===== src/rtl/led_scan_ctrl.sv =====
// Purpose: scan-index sequencer for the 3-to-8 one-hot LED stage (hold/up/down/ping-pong).
// Latency: idx/led/wrap update on the edge after an advance request; tick one cycle after expiry.
// Backpressure: none; steps are fire-and-forget, and a tick plus step in one cycle merge into one advance.
//
// Ports:
//   clk  - system clock, all state on the rising edge
//   rst  - asynchronous active-high reset
//   en   - enables the prescaler; low clears the partial count
//   mode - 00 hold, 01 up, 10 down, 11 ping-pong
//   step - manual step level (synchronous); each rising edge requests one step
//   idx  - registered scan index
//   led  - one-hot decode of idx, idx 0 lights bit 7
//   tick - one-cycle pulse when the prescaler expires
//   wrap - one-cycle pulse on wrap-around or ping-pong turn-around
module led_scan_ctrl #(
    parameter int unsigned DIV = 50_000_000,
    parameter int          CW  = 32
) (
    input  logic       clk,
    input  logic       rst,
    input  logic       en,
    input  logic [1:0] mode,
    input  logic       step,
    output logic [2:0] idx,
    output logic [7:0] led,
    output logic       tick,
    output logic       wrap
);

    typedef enum logic {
        DIR_UP   = 1'b0,
        DIR_DOWN = 1'b1
    } dir_t;

    localparam logic [1:0] MODE_HOLD = 2'b00;
    localparam logic [1:0] MODE_UP   = 2'b01;
    localparam logic [1:0] MODE_DOWN = 2'b10;
    localparam logic [1:0] MODE_PING = 2'b11;

    localparam logic [CW-1:0] CNT_LAST = CW'(DIV - 1);

    logic [CW-1:0] cnt;
    logic          step_q;
    dir_t          dir;
    dir_t          dir_nxt;
    logic [2:0]    idx_nxt;
    logic          wrap_nxt;
    logic          tick_pending;
    logic          step_rise;
    logic          adv;

    // Expiry is decoded from the current count so the index can move on the
    // same edge that raises tick.
    assign tick_pending = en && (cnt == CNT_LAST);
    assign step_rise    = step & ~step_q;
    // OR, not sum: a coincident tick and step request produce a single advance.
    assign adv          = tick_pending | step_rise;

    always_ff @(posedge clk or posedge rst) begin
        if (rst) begin
            cnt    <= '0;
            tick   <= 1'b0;
            step_q <= 1'b0;
            idx    <= 3'd0;
            dir    <= DIR_UP;
            wrap   <= 1'b0;
        end else begin
            if (!en || tick_pending) begin
                cnt <= '0;
            end else begin
                cnt <= cnt + CW'(1);
            end
            tick   <= tick_pending;
            step_q <= step;
            idx    <= idx_nxt;
            dir    <= dir_nxt;
            wrap   <= wrap_nxt;
        end
    end

    always_comb begin
        idx_nxt  = idx;
        dir_nxt  = dir;
        wrap_nxt = 1'b0;
        if (adv) begin
            case (mode)
                MODE_UP: begin
                    idx_nxt  = idx + 3'd1;
                    wrap_nxt = (idx == 3'd7);
                end
                MODE_DOWN: begin
                    idx_nxt  = idx - 3'd1;
                    wrap_nxt = (idx == 3'd0);
                end
                MODE_PING: begin
                    // Endpoints bounce straight to their neighbour so the
                    // endpoint value is never shown twice in a row.
                    if (dir == DIR_UP) begin
                        if (idx == 3'd7) begin
                            idx_nxt  = 3'd6;
                            dir_nxt  = DIR_DOWN;
                            wrap_nxt = 1'b1;
                        end else begin
                            idx_nxt = idx + 3'd1;
                        end
                    end else begin
                        if (idx == 3'd0) begin
                            idx_nxt  = 3'd1;
                            dir_nxt  = DIR_UP;
                            wrap_nxt = 1'b1;
                        end else begin
                            idx_nxt = idx - 3'd1;
                        end
                    end
                end
                MODE_HOLD: begin
                    idx_nxt = idx;
                end
                default: begin
                    idx_nxt = idx;
                end
            endcase
        end
    end

    // Shifting a single set bit can never yield zero or multiple hot bits.
    always_comb begin
        led = 8'h80 >> idx;
    end

endmodule


===== config.mk =====
export PLATFORM = sky130hd
export DESIGN_NAME = led_scan_ctrl
export DESIGN_NICKNAME = d
export VERILOG_FILES = /design/src/rtl/led_scan_ctrl.sv
export SDC_FILE = /design/constraint.sdc
export NUM_CORES = 1
export LEC_CHECK = 0
export CAP_MARGIN = 20
export CORE_MARGIN = 2
export CORE_UTILIZATION = 62
export DETAILED_ROUTE_END_ITERATION = 6
export PLACE_DENSITY = 0.81
export SLEW_MARGIN = 20
export SYNTH_ARGS = -nofsm -noshare
export SYNTH_HDL_FRONTEND = slang
export SYNTH_SLANG_ARGS = --single-unit

===== constraint.sdc =====
create_clock -name clk -period 5.2 [get_ports clk]
set_clock_uncertainty 0.2 [all_clocks]
set_input_delay 1.04 -clock clk [delete_from_list [all_inputs] [get_ports clk]]
set_output_delay 1.04 -clock clk [all_outputs]
set_load 0.05 [all_outputs]

==> flow_summary.ini, run 1 <==
[placement]
place_ws_ns = 2.14
hpwl_um = 3050
gp_routability_congestion = 0.821
place_inst = 292
placed_area_mm2 = 0.00247
place.port_buffers = 18

[clock_network]
post_cts_resized = 0
htree_levels = 2
clk_path_buf_depth = 2
cts_root_buf = clkbuf_4
cts_sinks = 39
clk_latency_ns = 0.35
cts-hold-fix-buffers = 0
cts_tree = yes
post_cts.repair.setup_buffers = 0
clk_pin_slew_worst_paths_ns = 0.11
cts_buffers = 5

[timing]
timing.setup.tns_ns = 0
setup_violations = 0
fmax_ghz = 0.290
hold_viol_final = 0
worstMarginPinSlew_ns = 0.952
rsz0062_at_grt = no
min_period_over_period_pct = 66.3
finalWorstPathRequiredPeriod_ns = 3.45
slew_headroom_pct = 36.4
holdWs_ns = 0.346
drv_slew = 0
setup_ws_ns = 1.75

[layout]
n_antenna_cell = 0
multi_input_area_mm2 = 0.00121
fill_cells = 261
syn2layout_area_growth_pct = 12.1
fin_area_mm2 = 0.00254
final_cell_mix = dfrtp_1 (39), nor2_1 (34), xor2_1 (22), clkdlybuf4s50_1 (18), nand3_1 (15)
nets = 268
seqCellArea_um2 = 976
final_common_cell = dfrtp_1
fin_cells = 299
drive_gt1_share_pct = 6.32

[grt]
grt_start_max_net_pins = 40
grt_use_total_pct = 24.0
grt_pass1_wl_um = 7700
antenna_found_initial = 0
grt-ovfl-total = 0
grt_pass1_vias = 1715

[critical_path]
r2r-end = cnt[18]
worst_setup_path_end_kind = output pin
worstPathArrival_ns = 2.21
critical_path_class = reg2out
crit_path_max_fanout = 6
r2r_start = cnt[18]
cp-start-kind = flop
reg2reg_slack_ns = 2.52
reg2reg_depth = 5
crit_required_ns = 3.96

[run_status]
status = finished clean

[die]
row_count = 21
die_y_um = 64.5
coreArea_mm2 = 0.00342
start_util_pct = 66.3
boundaryPins = 19
chipWidth_um = 64.5
die_area_mm2 = 0.00415

[synthesis]
ys_seq_elements = 39
synth_area_leaders = dfrtp_1 (43%), xor2_1 (8.5%), nor2_1 (5.6%)
yosys.cell_types.count = 40
yosys.area.top_type = dfrtp_1
syn-num-nets = 249
syn_inst = 234
yosysWarnings = 0
synth_top_area_share_pct = 43.1
synth_area_mm2 = 0.00227
syn-mean-instance-area_um2 = 9.68
yosysSeqAreaShare_pct = 43.1

[route]
via_per_inst = 5.78
drt_wl_total_um = 4310
drc = 0
first_pass_iters = 5
wl_per_cell_um = 14.4
vias = 1729
ant_nets = 0
drtIter0Drc = 188

[power]
power_density_mw_per_mm2 = 334
power_leakage_nw = 1.12
peakVddDrop_v = 0.000192

[worst_hold_path]
holdCritPathClass = reg2reg
whs_path_depth = 1
holdPathEnd = cnt[0]
hold_path.startpoint = cnt[0]

[flow_run]
drv_cap = 0
## cell type report
type	instances	area share [%]
clock buffers	6	1.62
clock inverters	1	1.18
inverters	9	1.33
multi-input cells	178	47.5
flip-flops and latches	39	38.4
well taps	46	2.26
repair buffers	20	7.68
## power by group
group / internal, mW / switching (mW) / total, mW / leakage [nW]
Combinational: 0.110 / 0.196 / 0.307 / 0.553
Clock: 0.0992 / 0.0964 / 0.196 / 0.0383
Sequential: 0.319 / 0.0270 / 0.346 / 0.532
Total: 0.529 / 0.320 / 0.849 / 1.12
## metal layers
metal  share of wire (%)  track usage [%]  vias to the layer above
met5                   0                0                        -
li1                    -                -                      857
met3                 4.4             4.86                        6
met2                  46             39.8                       37
met4                 1.5             9.04                        0
met1                  48             31.3                      829
## cells in the mapped netlist (all sizes together)
| library cell | number |
|---|---|
| and3 | 9 |
| inv | 9 |
| nand3 | 16 |
| nand3b | 1 |
| xnor2 | 7 |
| buf | 5 |
| o32ai | 1 |
| nor2b | 7 |
| a22o | 1 |
| dfrtp | 39 |
| o21ai | 4 |
| clkbuf | 3 |
| mux2 | 2 |
| nor2 | 35 |
| and4 | 6 |
| nor4 | 6 |
| a41oi | 1 |
| nand2 | 13 |
| nand2b | 2 |
| mux2i | 1 |
| and2 | 6 |
| o211ai | 1 |
| nand4b | 4 |
| nor3 | 2 |
| nand4 | 9 |
| a21oi | 4 |
| ha | 9 |
| or4 | 2 |
| or3 | 1 |
| or2 | 1 |
| o22ai | 1 |
| xor2 | 22 |
| a31oi | 2 |
| and4bb | 1 |
| o21a | 1 |
## metrics by stage
stage	util, %	total power [mW]
2_1_floorplan	-	0.569
3_5_place_dp	72.3	0.660
3_3_place_gp	72.3	0.656
6_report	74.4	0.849
4_1_cts	74.4	0.854
5_1_grt	74.4	0.893
## state kept, by name (all words and copies together) (netlist names)
signal,count
tick,1
dir,1
idx,3
step_q,1
wrap,1
cnt,32
## worst max-delay path: stages (launching register included)
cell and delay [ns]:
dfrtp_1 0.45, inv_1 0.12, ha_1 0.20, nor2b_1 0.24, clkdlybuf4s50_1 0.84
## cells by family after synthesis
family          count (synthesis)  synth area share [%]
flops                          39                  43.1
mux                             3                  1.44
compound gates                 16                  4.42
simple gates                  121                  31.3
buf+inv                        17                  3.64
fa+ha+maj                       9                  4.97
xor+xnor                       29                  11.2
## how the worst max path moves through the flow
| stage | from | end | cells after the start |
|---|---|---|---|
| finish | idx[0] | led[7] | 4 |
| global placement | mode[1] | idx[1] | 6 |
| detailed placement | mode[1] | idx[1] | 6 |
| floorplan | idx[0] | led[7] | 3 |
| CTS | idx[0] | led[7] | 4 |
| global route | idx[0] | led[7] | 4 |
(Power assumes the default switching activity.)
==> run 2, diff against run 1 <==
- CORE_UTILIZATION: 62 -> 57
- PLACE_DENSITY: 0.81 -> 0.75
- clock period: 5.2 -> 3.23 ns (I/O delays scaled with it)
==> run 2 against run 1 <==
  * Global-route usage decreased by 1.2 points
  * Sequential share of layout area is 0.76 points lower
  * Via count is 2.2% lower
  * Clock-buffer cell count is 1 lower
  * Total power grew 72%
  * Register-to-register slack lost 1.7 ns
  * Die area up 8.2%
  * Cell area grew 2.0%
  * Wire length increased by 2.6%
  * Critical path type unchanged
  * Largest cell class unchanged
  * Largest power group unchanged
  * Highest routed layer unchanged
==> flow_summary.ini, run 2 (same netlist as run 1, synthesis figures left out) <==
[run_status]
status = finished clean

[power]
p_seq_share_pct = 38.2
netSwitchingPower_mw = 0.538
clkPwrFrac_pct = 27.8
power_density_mw_per_mm2 = 563
power_leakage_nw = 1.15
peakVddDrop_v = 0.000447
switching_share_pct = 36.8
internal_power_mw = 0.922
p_comb_share_pct = 33.9

[timing]
rsz0062_at_grt = no
fmax_ghz = 0.336
slew_headroom_pct = 63.1
finalWorstPathRequiredPeriod_ns = 2.98
setup_violations = 0
worstMarginPinSlew_ns = 0.550
min_period_over_period_pct = 92.2
drv_slew = 0
hold_viol_final = 0
timing.setup.tns_ns = 0

[flow_run]
drv_cap = 0

[die]
coreArea_mm2 = 0.00374
chipWidth_um = 67.1
die_y_um = 67.1
row_count = 22
die_area_mm2 = 0.00450
start_util_pct = 60.5
boundaryPins = 19

[clock_network]
post_cts_resized = 0
clk_latency_ns = 0.30
htree_levels = 2
cts_tree = yes
cts_buffers = 5
clk_pin_slew_worst_paths_ns = 0.07
post_cts.repair.setup_buffers = 0
cts_sinks = 39
cts-hold-fix-buffers = 0
clk_path_buf_depth = 2
cts_root_buf = clkbuf_8

[critical_path]
cp-start-kind = flop
worst_setup_path_end_kind = output pin
cp-endpoint = led[7]
crit_required_ns = 2.38
crit_slowest_cell = clkdlybuf4s50_1
cpPeakStageDelay_ns = 0.84
worstSetupStartpoint = idx[0]
reg2reg_slack_ns = 0.86
crit_path_max_fanout = 6
r2r_start = cnt[18]
reg2reg_depth = 5
r2r-end = idx[1]
worstPathArrival_ns = 2.13
crit_chain = inv_1 -> ha_1 -> nor2b_1 -> clkdlybuf4s50_1
critical_path_class = reg2out

[grt]
grt-ovfl-total = 0
grt_pass1_vias = 1631
grt_pass1_wl_um = 7680
grt_start_max_net_pins = 40
grt_use_total_pct = 22.8
antenna_found_initial = 0

[worst_hold_path]
hold_path.startpoint = cnt[0]
holdCritPathClass = reg2reg
whs_path_depth = 1

[placement]
place.port_buffers = 18
place_inst = 295
hpwl_um = 3010
gp_routability_congestion = 0.789
placed_area_mm2 = 0.00248

[layout]
final_common_cell = dfrtp_1
fin_area_mm2 = 0.00259
reg.largest.list = cnt (32), idx (3)
n_antenna_cell = 0
fin_cells = 303
syn2layout_area_growth_pct = 14.4
final_cell_mix = dfrtp_1 (39), nor2_1 (34), xor2_1 (22), clkdlybuf4s50_1 (18), nand3_1 (15)
largest_reg_flops = 32
nets = 269
fill_cells = 290
regMostFlops = cnt
drive_gt1_share_pct = 7.45

[route]
ant_nets = 0
drtIter0Drc = 154
wl_per_cell_um = 14.6
drc = 0
drt_wl_total_um = 4420
vias = 1691
first_pass_iters = 4
via_per_inst = 5.58
==> run 2: layout make-up <==
class / count / area, um^2 / share of cell area (%)
Inverter: 9 / 33.8 / 1.30
Multi-Input combinational cell: 178 / 1210 / 46.6
Tap cell: 48 / 60.1 / 2.32
Clock inverter: 3 / 43.8 / 1.69
Sequential cell: 39 / 976 / 37.6
Clock buffer: 5 / 68.8 / 2.65
Timing Repair Buffer: 21 / 203 / 7.82
==> run 2: metal layers <==
| layer | vias to the layer above | part of all wire [%] | GRT usage, % |
|---|---|---|---|
| li1 | 851 | - | - |
| met1 | 808 | 50 | 31.1 |
| met2 | 27 | 45 | 36.9 |
| met3 | 5 | 3.9 | 5.07 |
| met4 | 0 | 0.99 | 5.36 |
| met5 | - | 0 | 0 |
==> run 2: how the worst min path moves through the flow <==
stage                        end  slack [ns]
after floorplan           cnt[0]        0.27
after global placement    cnt[0]        0.31
after detailed placement  cnt[0]        0.31
after CTS                 cnt[0]        0.32
after global routing      cnt[0]        0.37
final                     cnt[0]        0.32
==> run 2: critical path: cells and delay by family (launching register included) <==
family / cells / cell delay, ns
adder cells (fa/ha/maj): 1 / 0.20
flip-flops: 1 / 0.44
buffers and inverters: 2 / 0.97
AND/OR/NAND/NOR: 1 / 0.23
==> run 2: power by group through the flow <==
| stage | clock network (mW) | registers (mW) | logic [mW] |
|---|---|---|---|
| 2_1_floorplan | 0 | 0.609 | 0.308 |
| 3_3_place_gp | 0 | 0.566 | 0.489 |
| 4_1_cts | 0.417 | 0.557 | 0.499 |
| 3_5_place_dp | 0 | 0.567 | 0.497 |
| 6_report | 0.406 | 0.558 | 0.495 |
| 5_1_grt | 0.440 | 0.563 | 0.533 |
==> run 2: through the flow <==
| stage | hold slack [ns] | setup WS, ns | power (mW) | utilization (%) |
|---|---|---|---|---|
| 2_1_floorplan | 0.270 | 0.630 | 0.916 | - |
| 3_3_place_gp | 0.309 | 0.610 | 1.06 | 66.2 |
| 3_5_place_dp | 0.306 | 0.562 | 1.06 | 66.2 |
| 4_1_cts | 0.319 | 0.251 | 1.47 | 69.3 |
| 5_1_grt | 0.373 | 0.136 | 1.54 | 69.3 |
| 6_report | 0.322 | 0.251 | 1.46 | 69.3 |
